`src/rtl/frame_sequencer.sv`:
```
// frame_sequencer: starts test-pattern frames into the JPEG encoder, watches the returned
// de stream for frame completion and geometry, and aborts frames that never finish.
module frame_sequencer #(
    parameter int H_ACTIVE       = 720,
    parameter int V_ACTIVE       = 480,
    parameter int GAP_CYCLES     = 16,
    parameter int TIMEOUT_CYCLES = 524288,
    parameter int FRAME_CNT_W    = 16
) (
    input  logic                   clk,
    input  logic                   rst_n,
    input  logic                   run,
    input  logic                   single,
    input  logic                   enc_ready,
    input  logic                   gen_de,
    input  logic                   err_clr,
    output logic                   gen_start,
    output logic                   busy,
    output logic                   frame_done,
    output logic [FRAME_CNT_W-1:0] frame_cnt,
    output logic                   err_geom,
    output logic                   err_timeout
);
    localparam int PW = $clog2(H_ACTIVE + 2);
    localparam int LW = $clog2(V_ACTIVE + 1);
    localparam int TW = $clog2(TIMEOUT_CYCLES);
    localparam int GW = $clog2(GAP_CYCLES + 1);

    typedef enum logic [2:0] {IDLE, WAIT_ENC, START, ACTIVE, GAP} state_t;

    state_t                 state_q, state_d;
    logic                   mode_q, mode_d;
    logic                   de_q;
    logic [PW-1:0]          pix_q, pix_d;
    logic [LW-1:0]          line_q, line_d, line_inc;
    logic [TW-1:0]          to_q, to_d;
    logic [GW-1:0]          gap_q, gap_d;
    logic [FRAME_CNT_W-1:0] cnt_q, cnt_d;
    logic                   geom_q, tmo_q, geom_set, tmo_set, fall;

    always_ff @(posedge clk or negedge rst_n) begin
        if (!rst_n) begin
            state_q <= IDLE;
            mode_q  <= 1'b0;
            de_q    <= 1'b0;
            pix_q   <= '0;
            line_q  <= '0;
            to_q    <= '0;
            gap_q   <= '0;
            cnt_q   <= '0;
            geom_q  <= 1'b0;
            tmo_q   <= 1'b0;
        end else begin
            state_q <= state_d;
            mode_q  <= mode_d;
            de_q    <= gen_de;
            pix_q   <= pix_d;
            line_q  <= line_d;
            to_q    <= to_d;
            gap_q   <= gap_d;
            cnt_q   <= cnt_d;
            geom_q  <= geom_set | (geom_q & ~err_clr);
            tmo_q   <= tmo_set | (tmo_q & ~err_clr);
        end
    end

    always_comb begin
        state_d    = state_q;
        mode_d     = mode_q;
        pix_d      = pix_q;
        line_d     = line_q;
        to_d       = to_q;
        gap_d      = gap_q;
        cnt_d      = cnt_q;
        geom_set   = 1'b0;
        tmo_set    = 1'b0;
        frame_done = 1'b0;
        fall       = de_q & ~gen_de;
        line_inc   = line_q + 1'b1;
        case (state_q)
            IDLE: begin
                if (single || run) begin
                    state_d = WAIT_ENC;
                    mode_d  = single;
                end
            end
            WAIT_ENC: state_d = enc_ready ? START : WAIT_ENC;
            START: begin
                pix_d   = '0;
                line_d  = '0;
                to_d    = '0;
                state_d = ACTIVE;
            end
            ACTIVE: begin
                to_d = to_q + 1'b1;
                // saturate so an overlong line can never wrap back onto H_ACTIVE
                if (gen_de) pix_d = (pix_q == '1) ? pix_q : pix_q + 1'b1;
                if (fall) begin
                    geom_set = (pix_q != PW'(H_ACTIVE));
                    pix_d    = '0;
                    line_d   = line_inc;
                    if (line_inc == LW'(V_ACTIVE)) begin
                        frame_done = 1'b1;
                        cnt_d      = cnt_q + 1'b1;
                        gap_d      = '0;
                        state_d    = GAP;
                    end
                end
                if (!frame_done && to_q == TW'(TIMEOUT_CYCLES - 1)) begin
                    tmo_set = 1'b1;
                    state_d = IDLE;
                end
            end
            GAP: begin
                geom_set = gen_de;
                gap_d    = gap_q + 1'b1;
                if (gap_q == GW'(GAP_CYCLES - 1)) state_d = (run && !mode_q) ? WAIT_ENC : IDLE;
            end
            default: state_d = IDLE;
        endcase
    end

    assign gen_start   = (state_q == START);
    assign busy        = (state_q != IDLE);
    assign frame_cnt   = cnt_q;
    assign err_geom    = geom_q;
    assign err_timeout = tmo_q;
endmodule
```
`config.mk`:
```
export PLATFORM = sky130hd
export DESIGN_NAME = frame_sequencer
export DESIGN_NICKNAME = d
export VERILOG_FILES = /design/src/rtl/frame_sequencer.sv
export SDC_FILE = /design/constraint.sdc
export NUM_CORES = 1
export LEC_CHECK = 0
export CAP_MARGIN = 10
export CORE_MARGIN = 1.5
export CORE_UTILIZATION = 30
export DETAILED_ROUTE_END_ITERATION = 6
export HOLD_SLACK_MARGIN = 0.03
export PLACE_DENSITY_LB_ADDON = 0.15
export SYNTH_ARGS = -nofsm -noshare
export SYNTH_HDL_FRONTEND = slang
export SYNTH_SLANG_ARGS = --single-unit
export TNS_END_PERCENT = 100
```
`constraint.sdc`:
```
create_clock -name clk -period 2.6 [get_ports clk]
set_input_delay 0.52 -clock clk [delete_from_list [all_inputs] [get_ports clk]]
set_output_delay 0.52 -clock clk [all_outputs]
set_load 0.005 [all_outputs]
```
==> results.md <==
- Root buf cell: clkbuf_16
- RD Place Congestion: 0.750
- Gr usage total: 14.5%
- Violated checks: DRC
- Mapped Nets: 400
- Num ports: 28
- EDFF count, synth: 0
- Drt pass-1 iters: 6
- TritonCTS clock tree: yes
- Outcome: complete, but fails checks
- Initial antenna violation count: 0
- Critical Path Max Stage Delay: 0.54 ns
- First-pass GRT wire length: 14400 um
- DR iter-0 viols: 234
- CTS HTree Levels: 3
- Antenna diodes: 0
- CTS Hold Bufs: 0
- Synthesized area per cell: 9.28 um^2
- FF-to-FF setup slack: 0.51 ns
- CTS Buf Count: 9
- Top cell family by delay on the critical path: buffers and inverters
- Yosys warnings: 0
- Synth Flop Type: dfrtp_1
- Synthesized instance count: 385
- Cell with the most instances after synthesis: dfrtp_1
- Top cells by area, synth: dfrtp_1 (46%), o21ai_0 (5.3%), xor2_1 (4.7%), nand2_1 (4.6%), nand3_1 (3.5%)
- Share of flip-flops with an asynchronous set or reset: 100%
- Final Setup Violations: 0
- Pin count of the biggest net entering global routing: 46
- Critical setup path kind: flip-flop to output pin
- Hold Vio Cnt, Final: 0
- CP Launch Type: flip-flop
- Full die area: 0.0126 mm^2
- Slew margin rel.: 58.5%
- RSZ-0062 raised after global routing: no
- Crit. path cell count: 3
- Remaining DRCs: 2
- Critical path's slowest cell: dfrtp_1
- Multi-input logic area: 0.00181 mm^2
- Worst endpoint data arrival time: 1.92 ns
- Starting Density: 31.0%
- Detailed Route WL: 8390 um
- Max Freq: 409 MHz
- Synth Register Bits: 66
- Synth top area share: 46.3%
- Max IR drop VDD: 0.239 mV
- DP Area: 0.00406 mm^2
- Die height: 112 um
- I/O Buffers: 27
- Worst EP required: 2.08 ns
- Critical path peak fanout: 10
- Worst skew pair latency: 0.34 ns
- Vias per cell: 4.96
- DRT antenna net count: 0
- Min Tclk post-route: 2.44 ns
- Synth Cell Area: 0.00357 mm^2
- Share of layout cells above drive strength 1: 13.5%
- Worst Hold Class: input port to asynchronous set/reset pin
- DR vias: 2874
- Vias in the first global route: 2870
- Worst-path clk slew: 0.06 ns
- Tcrit/Tclk final: 94.0%
- Worst clock skew: 0.00739 ns
- Clock sinks: 66
- Final Instance Area: 0.00442 mm^2
- Fill cells: 1165
- Setup TNS: 0 ns
- Leakage: 0.00197 uW
- R2r worst-path depth: 8
- PD cells: 752 mW/mm^2
- Max Slew Vio Count: 0
- Nets@finish: 446
- Pwr Total: 3320 uW
- Row cnt: 39
- Area leader, netlist: dfrtp_1
- DR WL/cell: 14.5 um
- Grt ovf: 0
- Top post-synthesis cells by count: dfrtp_1 (66), nand2_1 (44), o21ai_0 (38)
- Sequential area share after synthesis: 46.3%
- Max_cap viols: 0
- Area growth syn-to-layout: 23.7%
- Hpwl dp: 5610 um
- FF+latch area: 0.00165 mm^2
- Horiz. Die Dim: 112 um
- Dpl ws: 0.0481 ns
- Worst-Margin Slew: 0.623 ns
- CTS Buffer Depth: 2
- Distinct cell type count after synthesis: 56
- Final setup margin: 0.156 ns
- Worst path cell trace: buf_4 > or3_1 > clkdlybuf4s50_1
- Critical path capture point type: output pin
- Crit path buf inv count: 2
- Core region area: 0.0115 mm^2
==> placed cells by master, fill, tap and decap left out, drive strengths merged, types with 4 or more instances in the layout <==
master / n
nor2b: 5
clkdlybuf4s50: 25
ha: 8
o22ai: 4
and3: 12
nand3: 26
inv: 15
o21ai: 39
clkbuf: 9
xor2: 19
a21oi: 17
o31ai: 4
nor3: 18
xnor2: 8
buf: 21
dfrtp: 66
nand2: 45
nand4: 11
nand2b: 6
nor2: 36
clkinv: 5
==> flip-flops by register name (all words and copies together), names as in the netlist <==
register and flops:
to_q 19, frame_cnt 16, pix_q 10, line_q 9, gap_q 5, state_q 3, de_q 1, err_geom 1
err_timeout 1, mode_q 1
==> what timing repair did <==
action | CTS | global route
pin swaps | 2 | 2
resized for setup | 3 | 3
buffers inserted | 3 | 1
setup endpoints to repair | 1 | 1
==> path summary, 6_finish.rpt <==
path | start | to
min | rst_n | line_q[1]
min in group clk | frame_cnt[15] | frame_cnt[15]
max reg2reg | line_q[1] | frame_cnt[10]
max | state_q[0] | busy
max in group asynchronous | rst_n | gap_q[1]
min reg2reg | frame_cnt[15] | frame_cnt[15]
==> layout make-up <==
| class | instances | share of cell area (%) |
|---|---|---|
| well taps | 143 | 4.05 |
| multi-input cells | 292 | 41.0 |
| clock buffers | 9 | 5.10 |
| repair buffers | 47 | 9.55 |
| inverters | 15 | 1.28 |
| flip-flops and latches | 66 | 37.4 |
| clock inverters | 7 | 1.59 |
==> through the flow <==
step | hold WS [ns] | util [%] | std cells
floorplan | 0.224 | - | 385
global placement | 0.468 | 35.3 | 559
detailed placement | 0.461 | 35.3 | 559
CTS | 0.314 | 38.2 | 578
global route | 0.350 | 38.3 | 579
finish | 0.290 | 38.3 | 579
==> worst reg2reg max path, stage by stage, from the launching register on <==
cell     delay, ns
dfrtp_1       0.41
ha_4          0.20
and3_4        0.24
nand2_4       0.06
o22ai_4       0.11
buf_4         0.15
nand4_4       0.30
nor3b_1       0.35
xor2_1        0.19
==> cell families after synthesis <==
kind of cell    share of synthesized area [%]
flops                                    46.3
buf+inv                                  3.61
xor+xnor                                 6.62
simple gates                             26.1
mux                                      1.47
compound gates                           13.2
fa+ha+maj                                2.80
==> where the power goes <==
part	total, uW	internal [uW]	switching [uW]
Combinational	743	320	423
Sequential	1360	1170	190
Clock	1220	740	476
==> metal layers <==
| metal | vias to the layer above | share of wire [%] | wire, um | global-route usage (%) |
|---|---|---|---|---|
| met2 | 29 | 46 | 3830 | 22.2 |
| met3 | 8 | 2.7 | 223 | 3.73 |
| li1 | 1455 | - | - | - |
| met4 | 0 | 1.4 | 120 | 5.32 |
| met5 | - | 0 | 0 | 0 |
| met1 | 1382 | 50 | 4220 | 19.8 |
(Power assumes the default switching activity.)
